<file path="config.mk">
export PLATFORM = sky130hd
export DESIGN_NAME = ro_slot_scheduler
export DESIGN_NICKNAME = d
export VERILOG_FILES = /design/src/rtl/ro_pkg.sv /design/src/rtl/ro_gray_ctr.sv /design/src/rtl/ro_slot_scheduler.sv
export SDC_FILE = /design/constraint.sdc
export NUM_CORES = 1
export LEC_CHECK = 0
export CORE_UTILIZATION = 55
export CTS_CLUSTER_DIAMETER = 150
export DETAILED_ROUTE_END_ITERATION = 12
export HOLD_SLACK_MARGIN = 0.03
export PLACE_DENSITY = 0.87
export SLEW_MARGIN = 0
export SYNTH_ARGS = -nofsm -noshare
export SYNTH_HDL_FRONTEND = slang
export SYNTH_SLANG_ARGS = --single-unit
</file>
<file path="constraint.sdc">
create_clock -name clk_master -period 5.9 [get_ports clk_master]
set_input_delay 0.59 -clock clk_master [delete_from_list [all_inputs] [get_ports clk_master]]
set_output_delay 0.59 -clock clk_master [all_outputs]
set_load 0.02 [all_outputs]
</file>
<file path="src/rtl/ro_pkg.sv">
// Shared constants and helpers for the readout slot scheduler.
package ro_pkg;

    localparam int RO_N_CH  = 19;
    localparam int RO_IDX_W = 5;

    // Index of the lowest set bit among the low n_ch bits of v.
    // An all-zero vector means the counter wrapped, which toggles the gray MSB.
    function automatic logic [RO_IDX_W-1:0] tz_count(input logic [RO_N_CH-1:0] v,
                                                     input int                 n_ch);
        logic [RO_IDX_W-1:0] idx;
        idx = RO_IDX_W'(n_ch - 1);
        for (int i = RO_N_CH - 1; i >= 0; i--) begin
            if ((i < n_ch) && v[i]) begin
                idx = RO_IDX_W'(i);
            end
        end
        return idx;
    endfunction

endpackage

</file>
<file path="src/rtl/ro_gray_ctr.sv">
// Global binary/gray counter for the readout bus; both views update on the same edge.
module ro_gray_ctr #(
    parameter int N_CH = 19
) (
    input  logic            clk_master,
    input  logic            rstb,
    input  logic            en,
    input  logic            clr,
    output logic [N_CH-1:0] cnt,
    output logic [N_CH-1:0] gray,
    output logic            wrap
);

    logic [N_CH-1:0] cnt_nxt;

    assign cnt_nxt = cnt + 1'b1;

    // Asserted in the cycle whose edge will take the counter from all-ones to zero.
    assign wrap = en & ~clr & (&cnt);

    // NOTE: state registers use non-blocking assignments so every flop samples pre-edge values.
    always_ff @(posedge clk_master or negedge rstb) begin
        if (!rstb) begin
            cnt  <= '0;
            gray <= '0;
        end else if (clr) begin
            cnt  <= '0;
            gray <= '0;
        end else if (en) begin
            cnt  <= cnt_nxt;
            gray <= cnt_nxt ^ (cnt_nxt >> 1);
        end
    end

endmodule

</file>
<file path="src/rtl/ro_slot_scheduler.sv">
// Readout bus time-slot scheduler: decodes the toggling gray bit into a one-hot grant,
// applies channel masks and keeps sticky per-channel slot-miss flags.
module ro_slot_scheduler
    import ro_pkg::*;
#(
    parameter int N_CH  = RO_N_CH,   // must not exceed RO_N_CH
    parameter int IDX_W = RO_IDX_W
) (
    input  logic             clk_master,
    input  logic             rstb,
    input  logic             run,
    input  logic             sync_clr,
    input  logic [N_CH-1:0]  ch_mask,
    input  logic [N_CH-1:0]  ch_rdy,
    input  logic             clr_err,
    output logic [N_CH-1:0]  gray,
    output logic [N_CH-1:0]  slot_en,
    output logic [IDX_W-1:0] slot_idx,
    output logic             slot_valid,
    output logic             frame_start,
    output logic [N_CH-1:0]  miss
);

    logic             advance;
    logic             wrap;
    logic [N_CH-1:0]  cnt;
    logic [N_CH-1:0]  cnt_nxt;
    logic [IDX_W-1:0] k;
    logic [N_CH-1:0]  grant_oh;

    logic [N_CH-1:0]  slot_en_d;
    logic [IDX_W-1:0] slot_idx_d;
    logic             slot_valid_d;
    logic             frame_start_d;
    logic [N_CH-1:0]  miss_d;

    assign advance = run & ~sync_clr;

    ro_gray_ctr #(
        .N_CH (N_CH)
    ) u_ctr (
        .clk_master (clk_master),
        .rstb       (rstb),
        .en         (advance),
        .clr        (sync_clr),
        .cnt        (cnt),
        .gray       (gray),
        .wrap       (wrap)
    );

    // The gray bit that toggles on cnt -> cnt+1 is the trailing-zero count of cnt+1.
    assign cnt_nxt  = cnt + 1'b1;
    assign k        = IDX_W'(tz_count(RO_N_CH'(cnt_nxt), N_CH));
    assign grant_oh = N_CH'(1) << k;

    // NOTE: every always_comb output gets a default first so no path can infer a latch.
    always_comb begin
        slot_en_d     = '0;
        slot_idx_d    = slot_idx;
        slot_valid_d  = 1'b0;
        frame_start_d = 1'b0;
        miss_d        = clr_err ? '0 : miss;

        if (advance) begin
            slot_idx_d    = k;
            slot_en_d     = grant_oh & ~ch_mask;
            slot_valid_d  = |(grant_oh & ~ch_mask);
            frame_start_d = wrap;
            // Setting after the clear lets a coincident new miss survive clr_err.
            miss_d        = miss_d | (grant_oh & ~ch_mask & ~ch_rdy);
        end
    end

    always_ff @(posedge clk_master or negedge rstb) begin
        if (!rstb) begin
            slot_en     <= '0;
            slot_idx    <= '0;
            slot_valid  <= 1'b0;
            frame_start <= 1'b0;
            miss        <= '0;
        end else begin
            slot_en     <= slot_en_d;
            slot_idx    <= slot_idx_d;
            slot_valid  <= slot_valid_d;
            frame_start <= frame_start_d;
            miss        <= miss_d;
        end
    end

endmodule
</file>
# == Yosys cells after proc, flatten, opt, wreduce, memory -nomap -nowiden ==
# Cells that the tools add are included.
# word_totals
output_inout_bits,64
word_cells,49
ff_bits,83
input_bits,43
# classes
n_shift,1
reduce_logical,3
muxes,27
bitwise,10
n_addsub,1
# ops
operator,n
19-bit two-way mux,7
5-bit two-way mux,16
19-bit AND,2
19-bit NOT,2
"19-bit by 1-bit adder with 19-bit output, second input constant",1
19-bit OR,1
19-bit AND reduction,1
19-bit OR reduction,1
"1-bit by 5-bit << shifter with 19-bit output, first input constant",1
19-bit by 18-bit bitwise XOR with 19-bit output,1
2-bit two-way mux,2
1-bit AND,3
1-bit two-way mux,2
2-bit nonzero test,1
1-bit NOT,1

# == Depth between registers and ports, before layout ==
# logic_depth
ltp_word,24
mapped_depth,15
ltp_nobuf,12

# == Hierarchy ==
# Synthesis repeated with hierarchy kept, for this count alone.
# unflattened
hier_cells,531
hier_area_um2,5036.1
# modules_own_cells
mod,instances,cells_each,seq_area_each_um2,area_each_um2
ro_slot_scheduler,1,295,1126.1,2751.4
ro_gray_ctr,1,236,925.9,2284.7

# == Least setup slack after synthesis ==
# OpenSTA, ideal clock, no wires.
# synth_timing
kind,register to register
from,register u_ctr.cnt[0]
to,register miss[1]
path_buffers,1
t_arrival_ns,2.888
stages_incl_launch_ff,13
setup_ns,0.110
required_ns,5.790
period_less_slack_ns,2.998
slack_ns,2.902
path_cell_list,dfrtp_1 ha_1 buf_2 nand4_1 nor4_1 xnor2_1 ha_1 nand4b_1 a22o_1 a211o_1 a21oi_2 o21ai_2 o41ai_1
# synth_via
elab_chain_len,24
# synth_rtl
item,line_no,source
start: declaration,ro_gray_ctr.sv:9,"output logic [N_CH-1:0] cnt,"
start signal: assignment,ro_gray_ctr.sv:30,cnt <= cnt_nxt;
19-bit by 1-bit adder with 19-bit output *,ro_slot_scheduler.sv:52,assign cnt_nxt = cnt + 1'b1;
2-bit two-way mux (2 in a row),ro_pkg.sv:14,if ((i < n_ch) && v[i]) begin
5-bit two-way mux (15 in a row),ro_pkg.sv:14,
5-bit two-way mux *,ro_pkg.sv:14,
1-bit by 5-bit << shifter with 19-bit output *,ro_slot_scheduler.sv:54,assign grant_oh = N_CH'(1) << k;
19-bit AND * (2 in a row),ro_slot_scheduler.sv:70,miss_d = miss_d | (grant_oh & ~ch_mask & ~ch_rdy);
19-bit OR *,ro_slot_scheduler.sv:70,
19-bit two-way mux *,ro_slot_scheduler.sv:64,if (advance) begin
named net miss_d[1],ro_slot_scheduler.sv:35,logic [N_CH-1:0] miss_d;
end signal: assignment,ro_slot_scheduler.sv:86,miss <= miss_d;
end: declaration,ro_slot_scheduler.sv:21,output logic [N_CH-1:0] miss
# Mark *: on every way through the listed nets, which the timed path passes. The rest lies on a longest branch.
# A chain may end at the register's enable or synchronous reset.

# == Worst setup path after layout ==
# layout_timing
from,register u_ctr.cnt[0]
to,register slot_valid
# layout_via
elab_chain_len,23
# layout_rtl
item,line_no,source
19-bit by 1-bit adder with 19-bit output *,ro_slot_scheduler.sv:52,
2-bit two-way mux (2 in a row),ro_pkg.sv:14,
5-bit two-way mux (15 in a row),ro_pkg.sv:14,
5-bit two-way mux *,ro_pkg.sv:14,
1-bit by 5-bit << shifter with 19-bit output *,ro_slot_scheduler.sv:54,
19-bit AND *,ro_slot_scheduler.sv:67,slot_valid_d = |(grant_oh & ~ch_mask);
19-bit OR reduction *,ro_slot_scheduler.sv:67,
1-bit two-way mux *,ro_slot_scheduler.sv:64,
named net slot_valid_d,ro_slot_scheduler.sv:33,logic slot_valid_d;
end signal: assignment,ro_slot_scheduler.sv:84,slot_valid <= slot_valid_d;
end: declaration,ro_slot_scheduler.sv:19,"output logic slot_valid,"
# Marked as above.

==> reports/qor.csv <==
metric,value,unit
# fillers,627,
fin cells,690,
number of vias per cell,6.133,
Clock Sinks,82,
post-route cell area,5916,µm²
CP Max Fanout,11,
Critical Path Start,u_ctr.cnt[0],
Max stage delay on crit path,1.00,ns
post-DP HPWL,9083,µm
# placed instances,675,
"Period Utilization, post-route",72.11,%
initial DRC count,420,
"CP delay by family, top",simple AND/OR/NAND/NOR gates,
DRT Pass-1 Iters,5,
"FFs w/ async S/R, synth",100.0,%
Gate power share,12.4,%
Tmin final,4.254,ns
number of synthesized flops with an enable pin,0,
Clock Latency Late Sink,0.36,ns
initial antenna violation count,0,
sequential share of the synthesized area,44.17,%
synthesized net count,547,
GRT overflow,0,
status,finished clean,
Setup crit start kind,flip-flop,
critical path endpoint category,flip-flop,
CTS Hold Buffers Added,0,
number of buffers on the longest clock path,2,
cts repair resizes,0,
synth warn,0,
Worst path most repeated cell,or3_1,
NetSw,0.3122,mW
Yosys cell types,61,
Sw Share,24.35,%
CTS tree,done,
core area,8175,µm²
instance count on the critical path,10,
synthesized area,4646,µm²
Max Cap Violations,0,
vias in the first global route,4033,
Die Wd,93.91,µm
final WL,12560,µm
total chip power,1.282,mW
Hold Crit Class,primary input to async pin,
All-Layer GR Usage,29.85,%
Final ANT Viol Nets,0,
max_slew headroom,16.89,%
most frequent cells in the layout,"105 x clkdlybuf4s50_1, 82 x dfrtp_1, 57 x nor2_1, 39 x nand2_1, 30 x xnor2_1",
Max IR drop VDD,0.1151,mV
row count,33,
Setup-failing EPs final,0,
Area after DPL,5653,µm²
Seq pwr share,45.6,%
NumNets Final,627,
CP Data Arrival Time,4.55,ns
DRC,0,
critical path's slowest cell,a21boi_0,
# Post-CTS Setup Buffers,0,
pin count of the biggest net entering global routing,83,
Critical Path Sink,slot_valid,
Slew @ Worst Pin,1.236,ns
"commonest non-fill, non-tap cell in the layout",clkdlybuf4s50_1,
worst r2r dst,slot_valid,
Fin Hold WS,0.4036,ns
Internal,0.9702,mW
Mapped Cells,501,
CP Class,flip-flop to flip-flop,
GP Congestion,0.9595,
"Top FF cell, synth",dfrtp_1,
Final Util,72.36,%
Register-to-Register Setup Slack,1.65,ns
"Clk pin slew, worst setup/hold paths",0.09,ns
count of buffers from port buffering,106,
Clock Power Share,42.0,%
skew final,0.008409,ns
chip height,93.91,µm
final hold vios,0,
htree depth,3,
unrepaired setup endpoints after global routing,no,
setup slack at placement,1.834,ns
maximum clock rate,0.2351,GHz
Final Slew Violations,0,
Crit path required time,6.19,ns
Crit Reg-Reg Startpoint,u_ctr.cnt[0],
share of layout cells above drive strength 1,5.470,%
PnR worst setup slack,1.646,ns
Initial Util,56.83,%
P&R area growth vs syn,27.34,%
n_diodes,0,
CTS Buf Count,9,
CTS Root Cell,clkbuf_8,
# IOs,107,
P_leak,2.396,nW
mean area per synthesized cell,9.273,µm²
"Critical Path, Cell by Cell",ha_1 -> nand4_1 -> nor3_1 -> nand4b_1 -> a21boi_0 -> nand2_1 -> or3_1 -> o21ai_0 -> or3_1 -> a32o_1,
setup total negative slack,0,ns
first-pass GRT wire length,20310,µm
length in cells of the worst reg-to-reg path,10,
via count,4232,
Die ar.,8818,µm²
PwrDens,216.8,nW/µm²
Bufs and invs on worst path,0,
Seq cells post-synth,82,
drt wl/cell,18.20,µm
-- power groups by stage --
stage,Sequential [mW],Combinational [mW],Clock (mW)
finish,0.585,0.159,0.539
global route,0.587,0.172,0.566
CTS,0.585,0.159,0.542
detailed placement,0.596,0.158,0
global placement,0.595,0.155,0
floorplan,0.606,0.0655,0
-- sequential cells by signal, summed over array words and instances, names as in the netlist --
signal / count
miss: 19
u_ctr.gray: 19
slot_en: 19
u_ctr.cnt: 18
slot_idx: 5
slot_valid: 1
frame_start: 1
-- final cells by class --
class | count | area (µm²) | share of cell area [%]
timing repair buffer | 109 | 1081 | 18.27
clock inverter | 6 | 138.9 | 2.348
inverter | 11 | 41.29 | 0.6980
multi-input combinational | 368 | 2347 | 39.68
sequential | 82 | 2052 | 34.69
clock buffer | 9 | 123.9 | 2.094
tap | 105 | 131.4 | 2.221
-- logic make-up (layout without fill, tap and decap cells) --
kind of cell               after synthesis  count (layout)  share of synthesized area [%]
xor gates and xnor gates                47              47                          8.861
and+or+nand+nor                        206             206                          22.89
muxes                                   11              11                          2.424
AOI/OAI and AO/OA                      101             101                          15.54
buffers and inverters                   51             135                          5.306
DFF                                     82              82                          44.17
adders and majority gates                3               3                         0.8081
-- Yosys cell counts (15+ instances only) --
cell type / number / share of area [%]
dfrtp_1: 82 / 44
nor2_1: 57 / 4.6
nand2_1: 39 / 3.2
xnor2_1: 30 / 5.7
nor3_1: 23 / 2.5
nand2b_1: 22 / 3.0
clkbuf_1: 20 / 1.6
o21ai_0: 17 / 1.8
xor2_1: 17 / 3.2
a211oi_1: 16 / 2.6
o41ai_1: 15 / 2.8
-- metal layers --
metal	vias up	wire [µm]	part of all wire, %	track usage, %
li1	1940	-	-	-
met1	2042	5157	41	38.27
met2	223	6022	48	48.54
met3	27	1064	8.5	7.120
met4	0	316	2.5	11.79
met5	-	0	0	0
-- worst register-to-register path: cells and delay by family, from the launching register on --
kind            cells  cell delay, ns
compound gates      3            1.26
fa+ha+maj           1            0.39
flops               1            0.52
simple gates        6            2.01
-- worst min-delay path by stage --
stage / slack, ns / endpoint / startpoint
6_report: 0.40 / u_ctr.gray[5] / rstb
5_1_grt: 0.50 / u_ctr.gray[1] / rstb
4_1_cts: 0.45 / u_ctr.gray[5] / rstb
3_5_place_dp: 0.47 / miss[2] / miss[2]
3_3_place_gp: 0.47 / miss[6] / miss[6]
2_1_floorplan: 0.29 / frame_start / rstb
Power figures use the tool's default switching activity.
